[config.mk]
export PLATFORM = sky130hd
export DESIGN_NAME = input_conditioner
export DESIGN_NICKNAME = d
export VERILOG_FILES = /design/src/rtl/input_conditioner.sv
export SDC_FILE = /design/constraint.sdc
export NUM_CORES = 1
export LEC_CHECK = 0
export ABC_CLOCK_PERIOD_IN_PS = 2900
export BUFFER_PORTS_ARGS = -buffer_cell sky130_fd_sc_hd__buf_2
export CORE_ASPECT_RATIO = 0.75
export CORE_MARGIN = 2
export CORE_UTILIZATION = 40
export CTS_BUF_LIST = sky130_fd_sc_hd__clkbuf_2 sky130_fd_sc_hd__clkbuf_4 sky130_fd_sc_hd__clkbuf_8
export DETAILED_ROUTE_END_ITERATION = 6
export GPL_TIMING_DRIVEN = 0
export PLACE_DENSITY = 0.6
export SYNTH_ARGS = -nofsm -noshare
export SYNTH_HDL_FRONTEND = slang
export SYNTH_SLANG_ARGS = --single-unit
[constraint.sdc]
create_clock -name CLOCK_50 -period 2.9 [get_ports CLOCK_50]
set_clock_uncertainty 0.1 [all_clocks]
set_input_delay 0.435 -clock CLOCK_50 [delete_from_list [all_inputs] [get_ports CLOCK_50]]
set_output_delay 0.435 -clock CLOCK_50 [all_outputs]
set_load 0.02 [all_outputs]
[src/rtl/input_conditioner.sv]
// -----------------------------------------------------------------------------
// input_conditioner
//
// Front-end timing stage for the Tetris core. Turns the three raw active-low
// push-buttons into clean single-cycle move requests and generates the
// periodic gravity tick. A fixed-priority arbiter (left > right > rot > grav)
// guarantees the four request outputs are one-hot-or-zero in every cycle, so
// no request is lost to the game FSM's priority chain.
//
// Optional feature: define AUTOREPEAT_EN to make left/right auto-repeat while
// held (first repeat DAS_DELAY cycles after the press event, then one every
// DAS_RATE cycles). Without the macro each press yields exactly one event.
//
// Parameters:
//   DEBOUNCE_CYCLES  consecutive stable cycles to accept a button change
//   GRAV_PERIOD      gravity tick period in cycles
//   DAS_DELAY        hold time before first auto-repeat (AUTOREPEAT_EN only)
//   DAS_RATE         cycles between later auto-repeats (AUTOREPEAT_EN only)
//
// Ports:
//   CLOCK_50      in   system clock
//   resetn        in   synchronous active-low reset
//   key_left_n    in   raw left button, asynchronous, low = pressed
//   key_right_n   in   raw right button, asynchronous, low = pressed
//   key_rot_n     in   raw rotate button, asynchronous, low = pressed
//   grav_pause    in   1 = freeze the gravity counter
//   left_final    out  1-cycle left request
//   right_final   out  1-cycle right request
//   rot_final     out  1-cycle rotate request
//   tick_gravity  out  1-cycle gravity request
// -----------------------------------------------------------------------------
module input_conditioner #(
  parameter int DEBOUNCE_CYCLES = 1_000_000,
  parameter int GRAV_PERIOD     = 25_000_000,
  parameter int DAS_DELAY       = 10_000_000,
  parameter int DAS_RATE        = 2_500_000
) (
  input  logic CLOCK_50,
  input  logic resetn,
  input  logic key_left_n,
  input  logic key_right_n,
  input  logic key_rot_n,
  input  logic grav_pause,
  output logic left_final,
  output logic right_final,
  output logic rot_final,
  output logic tick_gravity
);

`ifdef AUTOREPEAT_EN
  localparam bit REPEAT_ON = 1'b1;
`else
  // Repeat counters still exist in the source but their events are forced
  // low, so they have no load and are removed by synthesis.
  localparam bit REPEAT_ON = 1'b0;
`endif

  localparam int DB_W    = (DEBOUNCE_CYCLES > 1) ? $clog2(DEBOUNCE_CYCLES) : 1;
  localparam int GR_W    = (GRAV_PERIOD > 1) ? $clog2(GRAV_PERIOD) : 1;
  localparam int DAS_MAX = (DAS_DELAY > DAS_RATE) ? DAS_DELAY : DAS_RATE;
  localparam int RP_W    = (DAS_MAX > 1) ? $clog2(DAS_MAX) : 1;

  localparam logic [DB_W-1:0] DB_LAST   = DB_W'(DEBOUNCE_CYCLES - 1);
  localparam logic [GR_W-1:0] GR_LAST   = GR_W'(GRAV_PERIOD - 1);
  localparam logic [RP_W-1:0] DLY_LAST  = RP_W'(DAS_DELAY - 1);
  localparam logic [RP_W-1:0] RATE_LAST = RP_W'(DAS_RATE - 1);

  // Key vectors are indexed [0]=left, [1]=right, [2]=rot.
  // Request vectors add [3]=gravity; lower index = higher priority.

  // ---------------------------------------------------------------------------
  // Synchronizers (inverted so 1 = pressed)
  // ---------------------------------------------------------------------------
  logic [2:0] sync1_q;
  logic [2:0] sync2_q;

  always_ff @(posedge CLOCK_50) begin
    if (!resetn) begin
      sync1_q <= '0;
      sync2_q <= '0;
    end else begin
      sync1_q <= ~{key_rot_n, key_right_n, key_left_n};
      sync2_q <= sync1_q;
    end
  end

  // ---------------------------------------------------------------------------
  // Debounce: stable value changes only after DEBOUNCE_CYCLES consecutive
  // disagreeing samples; any agreement restarts the count.
  // ---------------------------------------------------------------------------
  logic [2:0]      stable_q;
  logic [2:0]      stable_d;
  logic [2:0]      stable_prev_q;
  logic [DB_W-1:0] db_cnt_q [3];
  logic [DB_W-1:0] db_cnt_d [3];

  always_comb begin
    stable_d = stable_q;
    for (int unsigned k = 0; k < 3; k++) begin
      db_cnt_d[k] = '0;
      if (sync2_q[k] != stable_q[k]) begin
        if (db_cnt_q[k] == DB_LAST) begin
          stable_d[k] = sync2_q[k];
        end else begin
          db_cnt_d[k] = db_cnt_q[k] + DB_W'(1);
        end
      end
    end
  end

  always_ff @(posedge CLOCK_50) begin
    if (!resetn) begin
      stable_q      <= '0;
      stable_prev_q <= '0;
      db_cnt_q      <= '{default: '0};
    end else begin
      stable_q      <= stable_d;
      stable_prev_q <= stable_q;
      db_cnt_q      <= db_cnt_d;
    end
  end

  // Release produces no event; only the 0->1 edge of stable does.
  logic [2:0] press;
  assign press = stable_q & ~stable_prev_q;

  // ---------------------------------------------------------------------------
  // Auto-repeat for left/right. The counter restarts on the press event and
  // on any cycle the key is released; rep_rate_q selects the initial delay
  // (0) or the repeat interval (1).
  // ---------------------------------------------------------------------------
  logic [1:0]      rep_rate_q;
  logic [1:0]      rep_rate_d;
  logic [1:0]      rep_fire;
  logic [RP_W-1:0] rep_cnt_q [2];
  logic [RP_W-1:0] rep_cnt_d [2];

  always_comb begin
    rep_rate_d = rep_rate_q;
    rep_fire   = '0;
    rep_cnt_d  = rep_cnt_q;
    for (int unsigned k = 0; k < 2; k++) begin
      if (press[k] || !stable_q[k]) begin
        rep_cnt_d[k]  = '0;
        rep_rate_d[k] = 1'b0;
      end else if (rep_cnt_q[k] == (rep_rate_q[k] ? RATE_LAST : DLY_LAST)) begin
        rep_fire[k]   = REPEAT_ON;
        rep_cnt_d[k]  = '0;
        rep_rate_d[k] = 1'b1;
      end else begin
        rep_cnt_d[k] = rep_cnt_q[k] + RP_W'(1);
      end
    end
  end

  always_ff @(posedge CLOCK_50) begin
    if (!resetn) begin
      rep_rate_q <= '0;
      rep_cnt_q  <= '{default: '0};
    end else begin
      rep_rate_q <= rep_rate_d;
      rep_cnt_q  <= rep_cnt_d;
    end
  end

  // ---------------------------------------------------------------------------
  // Gravity counter: free-running 0..GRAV_PERIOD-1 unless paused. The event
  // is raised on the wrap, so arbiter delays never shift the counter phase.
  // ---------------------------------------------------------------------------
  logic [GR_W-1:0] grav_cnt_q;
  logic [GR_W-1:0] grav_cnt_d;
  logic            grav_evt;

  always_comb begin
    grav_cnt_d = grav_cnt_q;
    grav_evt   = 1'b0;
    if (!grav_pause) begin
      if (grav_cnt_q == GR_LAST) begin
        grav_cnt_d = '0;
        grav_evt   = 1'b1;
      end else begin
        grav_cnt_d = grav_cnt_q + GR_W'(1);
      end
    end
  end

  always_ff @(posedge CLOCK_50) begin
    if (!resetn) begin
      grav_cnt_q <= '0;
    end else begin
      grav_cnt_q <= grav_cnt_d;
    end
  end

  // ---------------------------------------------------------------------------
  // Pending flags and fixed-priority arbiter
  // ---------------------------------------------------------------------------
  logic [3:0] evt;
  logic [3:0] pend_q;
  logic [3:0] pend_d;
  logic [3:0] grant;
  logic [3:0] out_q;

  assign evt = {grav_evt, press | {1'b0, rep_fire}};

  always_comb begin
    grant = '0;
    if (pend_q[0]) begin
      grant[0] = 1'b1;
    end else if (pend_q[1]) begin
      grant[1] = 1'b1;
    end else if (pend_q[2]) begin
      grant[2] = 1'b1;
    end else if (pend_q[3]) begin
      grant[3] = 1'b1;
    end
  end

  // A new event on a flag being issued this cycle re-sets it; an event on a
  // flag that stays pending merges into it.
  assign pend_d = (pend_q & ~grant) | evt;

  always_ff @(posedge CLOCK_50) begin
    if (!resetn) begin
      pend_q <= '0;
      out_q  <= '0;
    end else begin
      pend_q <= pend_d;
      out_q  <= grant;
    end
  end

  assign left_final   = out_q[0];
  assign right_final  = out_q[1];
  assign rot_final    = out_q[2];
  assign tick_gravity = out_q[3];

endmodule

==> reports/results.ini <==
[critical_path]
path_delay_family=compound AO/OA/AOI/OAI gates
crit_path_cell_trace=ha_1 > and3b_1 > nand4_1 > o41ai_2 > clkbuf_1 > nor2_1
reg2reg_depth=6
worstPathMaxFanout=10
path_buf_inv=1
reg2reg_to=grav_cnt_q[0]
reg2reg_from=grav_cnt_q[0]
required_ps=3050
crit_start=grav_cnt_q[0]
critPathArrivalTime_ps=2640
crit_type=reg -> reg
startpoint_type=register
r2r_slack_ps=410
max_stage_delay_ps=660
cp-end-kind=register
slowest_stage=o41ai_2

[power_and_ir_drop]
power.density_mw_per_mm2=506
vdd_ir_drop_max_mv=0.257
p_leak_nw=1.56
power.total_mw=2.54

[clock_tree]
cts_hold_buf=0
cts_root_buffer=clkbuf_8
post_cts_resize_count=0
cts_tree=done
postCtsSetupRepairBufs=0
htreeDepth=3
cts_buffers=9
cts_sinks=105
cts_buffer_depth=2
clock_latency_ps=370
clk_pin_slew_ps=90

[logic_synthesis]
ys_seq_area_share_pct=46.1
synthMuxAreaShare_pct=0.219
avgSynthCellArea_um2=8.90
ys_types=45
yosys.area_share.adder_pct=1.10
yosysWarningCount=0
synth_compound_area_share_pct=10.4
synthSimpleGateAreaFrac_pct=29.9
synth_xor_xnor_area_share_pct=9.40
mappedNetlistArea_mm2=0.00456
synth_top_family_by_area=simple AND/OR/NAND/NOR gates
syn_nets=523
syn-instance-count=513
ys_seq_elements=105

[timing]
drv_slew=0
hold_viol=0
setup_viol=0
rsz0062_at_grt=false
relSlewSlack_pct=56.1
max_freq_ghz=0.402
period_share_pct=85.8
tightestPinTransition_ps=653
setup_tns_ps=0
fin_crit_ps=2490

[global_routing]
grt_pass1_wl_mm=15.0
track_usage_pct=15.2
grt_max_degree=16
grt-ovfl-total=0
first_global_vias=3295
antenna_found_initial=0

[worst_hold_path]
hp-start=key_right_n
hold_class=in -> reg
min_to=sync1_q[1]
whs_path_depth=2

[layout]
fin_cells=676
fin_nets=542
fin_util_pct=45.5
area_growth_syn_to_layout_pct=9.81
regArea_mm2=0.00210
finalInstanceArea_mm2=0.00501
fillers=1087
diodes=0
drive_gt1_share_pct=6.72
multiInputGateArea_mm2=0.00233

[floorplanning]
die_x_um=127
dieArea_mm2=0.0123
pin_count=10
design.core.area_mm2=0.0110
initial_core_util_pct=41.4
rows=33
chipHeight_um=96.5

[place]
place_congestion=0.790
dp_hpwl_mm=6.28
post_dp_cell_area_mm2=0.00478
placedCellCount=661
portBuffers=8

[detailed_routing]
drtPass1Iterations=5
wire_per_inst_um=13.2
wl_mm=8.90
via_count=3691
drtIter0Drc=233
drcViolationCount=0
vias_per_cell=5.46
antenna_left=0

[run]
drv_cap=0

[outcome]
status=finished clean

-- worst register-to-register path: stages (launching register included) --
cell and delay [ps]:
dfxtp_1 420, ha_1 210, and3b_1 220, nand4_1 200, o41ai_2 670, clkbuf_1 450
nor2_1 100
-- placed cells by master, fill, tap and decap left out, drive strengths merged --
| cell type | Yosys | routed |
|---|---|---|
| dfxtp | 105 | 105 |
| nor2 | 62 | 62 |
| a21oi | 37 | 37 |
| nand2 | 32 | 32 |
| xor2 | 27 | 27 |
| nand3 | 26 | 26 |
| clkbuf | 12 | 25 |
| or4 | 24 | 24 |
| xnor2 | 22 | 22 |
| o21ai | 22 | 22 |
| nand4 | 22 | 22 |
| or3 | 21 | 21 |
| inv | 15 | 15 |
| o31ai | 14 | 14 |
| buf | 4 | 12 |
| and4 | 9 | 9 |
| and2 | 8 | 8 |
| nor4 | 8 | 8 |
| nor3 | 8 | 8 |
| and3 | 4 | 4 |
| ha | 4 | 4 |
| nand2b | 3 | 3 |
| or4b | 3 | 3 |
| nand4b | 3 | 3 |
| o211ai | 3 | 3 |
| or3b | 2 | 2 |
| nor2b | 2 | 2 |
| o21a | 2 | 2 |
| bufinv | 0 | 2 |
| and3b | 1 | 1 |
| o41ai | 1 | 1 |
| nand3b | 1 | 1 |
| or2 | 1 | 1 |
| clkinv | 1 | 1 |
| mux2i | 1 | 1 |
| nor4bb | 1 | 1 |
| nor3b | 1 | 1 |
| and4b | 1 | 1 |
-- state kept, by name, indices dropped and copies added (netlist names) --
signal / flops
db_cnt_q: 60
grav_cnt_q: 25
out_q: 4
pend_q: 4
stable_prev_q: 3
stable_q: 3
sync1_q: 3
sync2_q: 3
-- routing by layer --
layer	up-vias	track usage [%]	wire, um
met3	5	5.07	387
met1	1751	20.9	4630
met4	0	3.21	59
met2	53	23.4	3830
met5	-	0	0
li1	1882	-	-
-- per-stage QoR --
stage / setup WS, ps / hold slack (ps)
after floorplan: 847 / 267
after global placement: 457 / 272
after detailed placement: 385 / 279
after CTS: 364 / 103
after global routing: 143 / 99.3
final: 411 / 121
-- synth_stat cells, drive strengths merged --
cell type	n	share of area, %
nor4bb	1	0.22
nand2	32	2.6
buf	4	0.66
xnor2	22	4.2
or4b	3	0.66
inv	15	1.2
nor2	62	5.1
and3	4	0.55
or3	21	2.9
mux2i	1	0.22
o21a	2	0.33
nand3	26	2.9
dfxtp	105	46
xor2	27	5.2
nand2b	3	0.41
nand4b	3	0.90
a21oi	37	4.1
or4	24	4.0
nand4	22	3.3
nor3	8	0.88
nor4	8	1.1
nand3b	1	0.16
ha	4	1.1
clkinv	1	0.082
o211ai	3	0.90
nor2b	2	0.27
and4b	1	0.22
o21ai	22	2.4
and3b	1	0.19
or3b	2	0.38
clkbuf	12	0.99
or2	1	0.14
and2	8	1.1
and4	9	1.7
nor3b	1	0.16
o41ai	1	0.36
o31ai	14	2.3
-- power by group --
group,internal (mW),leakage (nW),switching (mW)
sequential,1.45,0.847,0.00688
clock,0.563,0.119,0.479
combinational,0.0141,0.597,0.0270
total,2.03,1.56,0.513
-- cell families (layout without fill, tap and decap cells) --
| logic type | count (synthesis) | in the layout |
|---|---|---|
| AND/OR/NAND/NOR | 243 | 243 |
| multiplexers | 1 | 1 |
| flip-flops | 105 | 105 |
| adder cells (fa/ha/maj) | 4 | 4 |
| buffers and inverters | 32 | 55 |
| XOR/XNOR | 49 | 49 |
| AO/OA/AOI/OAI | 79 | 79 |
-- how the worst max path moves through the flow --
stage | endpoint | slack, ps | cells past startpoint
detailed placement | grav_cnt_q[0] | 380 | 6
CTS | grav_cnt_q[6] | 360 | 6
global placement | grav_cnt_q[0] | 460 | 6
floorplan | db_cnt_q[29] | 850 | 5
global route | grav_cnt_q[11] | 140 | 6
finish | grav_cnt_q[0] | 410 | 6
-- area by class of cell --
class	instances	area share, %
plain buffers	16	1.50
clock buffers	13	3.44
clock inverters	2	1.20
inverters	16	1.20
multi-input cells	376	46.4
flip-flops and latches	105	41.9
well taps	140	3.49
repair buffers	8	0.799
Power figures use the tool's default switching activity.
